$ cat config.mk
export PLATFORM = sky130hd
export DESIGN_NAME = sync_decoder_2to4
export DESIGN_NICKNAME = d
export VERILOG_FILES = /design/src/rtl/sync_decoder_2to4.sv
export SDC_FILE = /design/constraint.sdc
export NUM_CORES = 1
export LEC_CHECK = 0
export ABC_CLOCK_PERIOD_IN_PS = 1900
export CAP_MARGIN = 20
export CORE_MARGIN = 2
export CORE_UTILIZATION = 35
export DETAILED_ROUTE_END_ITERATION = 8
export SLEW_MARGIN = 20
export SYNTH_ARGS = -nofsm -noshare
export SYNTH_HDL_FRONTEND = slang
export SYNTH_SLANG_ARGS = --single-unit
$ cat constraint.sdc
create_clock -name clk -period 1.9 [get_ports clk]
set_clock_uncertainty 0.05 [all_clocks]
set_input_delay 0.38 -clock clk [delete_from_list [all_inputs] [get_ports clk]]
set_output_delay 0.38 -clock clk [all_outputs]
set_load 0.02 [all_outputs]
$ cat src/rtl/sync_decoder_2to4.sv
// Registered 2-to-4 one-hot decoder with valid/ready handshake and a
// programmable hold window of HOLD cycles per accepted code.
module sync_decoder_2to4 #(
    parameter int unsigned HOLD = 4,
    parameter int unsigned CW   = 8
) (
    input  logic       clk,
    input  logic       rst,
    input  logic [1:0] d,
    input  logic       valid,
    output logic       ready,
    output logic [3:0] out,
    output logic       done
);

    typedef enum logic {
        IDLE   = 1'b0,
        ACTIVE = 1'b1
    } state_e;

    // Counter value loaded on acceptance; counts down to zero in the final hold cycle.
    localparam logic [CW-1:0] RELOAD = CW'(HOLD - 1);
    localparam logic [CW-1:0] CNT_ZERO = '0;
    localparam logic [CW-1:0] CNT_ONE  = CW'(1);

    state_e        state_q, state_d;
    logic [CW-1:0] cnt_q,   cnt_d;
    logic [3:0]    out_q,   out_d;
    logic          ready_q, ready_d;
    logic          done_q,  done_d;
    logic          accept;

    // One-hot decode of an encoded select code.
    function automatic logic [3:0] decode(input logic [1:0] code);
        logic [3:0] onehot;
        unique case (code)
            2'd0:    onehot = 4'b0001;
            2'd1:    onehot = 4'b0010;
            2'd2:    onehot = 4'b0100;
            default: onehot = 4'b1000;
        endcase
        return onehot;
    endfunction

    assign accept = valid && ready_q;

    // Next-state, counter and output computation; ready/done derive from next state only.
    always_comb begin
        state_d = state_q;
        cnt_d   = cnt_q;
        out_d   = out_q;

        unique case (state_q)
            IDLE: begin
                out_d = 4'b0000;
                if (accept) begin
                    out_d   = decode(d);
                    cnt_d   = RELOAD;
                    state_d = ACTIVE;
                end
            end
            ACTIVE: begin
                if (cnt_q != CNT_ZERO) begin
                    cnt_d = cnt_q - CNT_ONE;
                end else if (accept) begin
                    out_d = decode(d);
                    cnt_d = RELOAD;
                end else begin
                    out_d   = 4'b0000;
                    cnt_d   = CNT_ZERO;
                    state_d = IDLE;
                end
            end
            default: begin
                out_d   = 4'b0000;
                cnt_d   = CNT_ZERO;
                state_d = IDLE;
            end
        endcase

        ready_d = (state_d == IDLE) || (cnt_d == CNT_ZERO);
        done_d  = (state_d == ACTIVE) && (cnt_d == CNT_ZERO);
    end

    // State and output registers with synchronous active-high reset.
    always_ff @(posedge clk) begin
        if (rst) begin
            state_q <= IDLE;
            cnt_q   <= CNT_ZERO;
            out_q   <= 4'b0000;
            ready_q <= 1'b1;
            done_q  <= 1'b0;
        end else begin
            state_q <= state_d;
            cnt_q   <= cnt_d;
            out_q   <= out_d;
            ready_q <= ready_d;
            done_q  <= done_d;
        end
    end

    assign ready = ready_q;
    assign out   = out_q;
    assign done  = done_q;

endmodule

==> results.json <==
{
  "path_class": "flip-flop to flip-flop",
  "post-synth-top-area-cell": "dfxtp_1",
  "cts_tree": "yes",
  "total_die_area_um2": 2822,
  "slew_headroom": 0.7093,
  "fin_crit_sh": 1.011,
  "cts_inserted_buffers": 3,
  "yosysWarningCount": 0,
  "drt_iter0_markers": 35,
  "totalNegativeSetupSlack_ns": -0.02171,
  "clock_power_share": 0.165,
  "post_synthesis_mux_area_share": 0.02667,
  "timing.max_cap.violations": 0,
  "global_route_wire_length_before_repair_um": 3615,
  "post_synth_net_total": 107,
  "area_growth_syn_to_layout_pct": 36.30,
  "synth.top_cell.area_share": 0.3556,
  "core_um2": 2255,
  "top_level_ports": 11,
  "timing.fmax_ghz": 0.5204,
  "detail_route.vias_per_cell": 5.589,
  "routed_wire_length_per_instance_um": 14.36,
  "run_status": "complete, but fails checks",
  "ys_flop_type": "dfxtp_1",
  "fin_total_pwr_uw": 1136,
  "antenna_found_initial": 0,
  "worstHoldPathCells": 2,
  "pwr-share-comb": 0.488,
  "drt_first_pass_iters": 4,
  "power_report.internal_total_uw": 721.2,
  "post_synth_main_area_contributors": "dfxtp_1, a21oi_1, nand2_1, nor2_1, ha_1",
  "root_buffer": "clkbuf_4",
  "fin_worst_hold_slack_ns": 0.4137,
  "fp_rows": 17,
  "synth-edff-count": 0,
  "largest_net_degree_at_the_start_of_global_routing": 12,
  "worstMarginPinSlew_ns": 0.4321,
  "mappedNetlistArea_um2": 844.6,
  "synth_area_in_xor_xnor": 0,
  "main_combinational_cell_family_by_area_after_synthesis": "simple AND/OR/NAND/NOR gates",
  "drv_slew": 0,
  "fillerInstances": 227,
  "hold_viol_final": 0,
  "place_ws_ns": -0.1893,
  "peakVddDrop_mv": 0.4983,
  "cts.sink_count": 15,
  "powerDensity_nw_per_um2": 986.9,
  "crit_path_end_kind": "flip-flop",
  "power.static_leakage_uw": 0.0004461,
  "antenna_left": 0,
  "global_route.overflow_total": 0,
  "via_count": 883,
  "clk-insertion-delay-late_ns": 0.29,
  "worst-path-max-fanout": 3,
  "first_global_vias": 800,
  "placement.io_buffers": 10,
  "dr_drc_count": 0,
  "crit_path_start_kind": "flip-flop",
  "worst_setup_hold_path_clk_slew_ns": 0.09,
  "net-switching-power_uw": 414.8,
  "rr_worst_depth": 5,
  "post_synth_fa_ha_maj_area_fraction": 0.02963,
  "rsz0062_at_grt": "yes",
  "postSynthCellCount": 100,
  "number_of_nets_in_the_layout": 138,
  "synth_simple_gate_area_frac": 0.2978,
  "worstHoldPathType": "flip-flop to flip-flop",
  "ys_seq_elements": 15,
  "detailed_place_hpwl_um": 1679,
  "seqPwrFrac": 0.347,
  "violations": "negative setup slack",
  "asyncSetResetFlopFracSynth": 0,
  "start_util": 0.3746,
  "global_route.usage.total": 0.1801,
  "synth_compound_gate_area_share": 0.2178,
  "routabilityCongestion": 0.7987,
  "postLayoutSetupSlackWorst_ns": -0.02171,
  "fin_crit_ns": 1.922,
  "fraction_of_power_spent_switching_nets": 0.3651,
  "synth-seq-area-share": 0.3556,
  "post_synth.cell_area_avg_um2": 8.446,
  "timing.final.setup_violations": 1,
  "die-height_um": 53.12,
  "antenna-diode-count": 0,
  "yosysUniqueCellTypes": 36,
  "h_tree_levels": 1,
  "layout-drive-gt1-share": 0.3231,
  "fp.dieW_um": 53.12,
  "worst-endpoint-arrival_ns": 2.07,
  "worst-endpoint-required_ns": 2.04,
  "max-clock-path-buffers": 2,
  "drt-total-wl_um": 2269
}
## flip-flops by register name (all words and copies together) (netlist names)
register and flops:
state_q 1, out 4, ready 1, cnt_q 8, done 1
## final cells by class
class / count / area (um^2) / area share
tap: 28 / 35.03 / 0.03043
sequential: 15 / 304.0 / 0.2641
multi-input combinational: 76 / 505.5 / 0.4391
timing repair buffer: 33 / 272.8 / 0.2370
inverter: 2 / 7.507 / 0.006522
clock buffer: 4 / 26.28 / 0.02283
## routing by layer
layer / global-route usage / up-vias / wire length (um)
met5: 0 / - / 0
met1: 0.2163 / 413 / 967
met3: 0.03107 / 4 / 104
met4: 0.08120 / 0 / 29
met2: 0.3104 / 32 / 1168
li1: - / 434 / -
## final timing paths
| kind | from | to | slack (ns) |
|---|---|---|---|
| worst max register to register | cnt_q[3] | done | -0.02 |
| worst min register to register | out[1] | out[1] | 0.41 |
| worst min-delay path | out[1] | out[1] | 0.41 |
| worst max-delay path | cnt_q[3] | done | -0.02 |
## critical path, stage by stage (launching register included)
cell and delay [ns]:
dfxtp_2 0.33, or4_4 0.55, o41a_1 0.34, o21ai_2 0.13, nand4_1 0.14, a2111oi_2 0.29
## timing repair
action | CTS | global route
gates resized for setup | 6 | 5
endpoints found under the setup margin | 2 | 4
buffers inserted | 0 | 2
pin swaps | 5 | 3
hold buffers | 0 | 0
cloned | 0 | 0
## layout by cell type (no fill, tap or decap), types with 2 or more instances in the layout
master / synthesis / final
a21oi_1: 10 / 10
a221oi_2: 0 / 2
buf_4: 0 / 23
clkbuf_4: 0 / 3
clkdlybuf4s50_1: 0 / 10
dfxtp_1: 15 / 12
dfxtp_2: 0 / 3
mux2_2: 2 / 2
nand2_1: 12 / 12
nand3_1: 4 / 4
nand4_1: 3 / 3
nor2_1: 9 / 9
nor2b_1: 2 / 2
nor3_1: 4 / 4
nor4_1: 4 / 4
o211a_1: 2 / 2
o21ai_0: 4 / 3
## stage by stage
stage	cells	util	instance area [um^2]
floorplan	100	-	844.6
global placement	152	0.4806	1084
detailed placement	152	0.4806	1084
CTS	156	0.4972	1121
global route	158	0.5105	1151
finish	158	0.5105	1151
## kinds of logic (layout without fill, tap and decap cells)
group | count (synthesis) | after routing
adder cells (fa/ha/maj) | 2 | 2
buffers and inverters | 9 | 39
multiplexers | 2 | 2
AO/OA/AOI/OAI | 26 | 26
AND/OR/NAND/NOR | 46 | 46
flip-flops | 15 | 15
## cells in the mapped netlist (all sizes together) (2+ instances only)
cell type / number
nand3: 4
clkbuf: 3
inv: 2
o211a: 2
o21ai: 5
nor2: 9
a221oi: 2
nor3: 4
mux2: 2
or4: 2
nand2: 12
dfxtp: 15
buf: 4
nand4: 3
a21oi: 10
nor4: 4
nor2b: 2
ha: 2
## power by group through the flow
stage / sequential (uW) / clock [uW] / combinational [uW]
2_1_floorplan: 402 / 0 / 304
3_3_place_gp: 395 / 0 / 498
3_5_place_dp: 397 / 0 / 505
4_1_cts: 391 / 188 / 516
5_1_grt: 401 / 201 / 603
6_report: 394 / 187 / 555
Power figures use the tool's default switching activity.
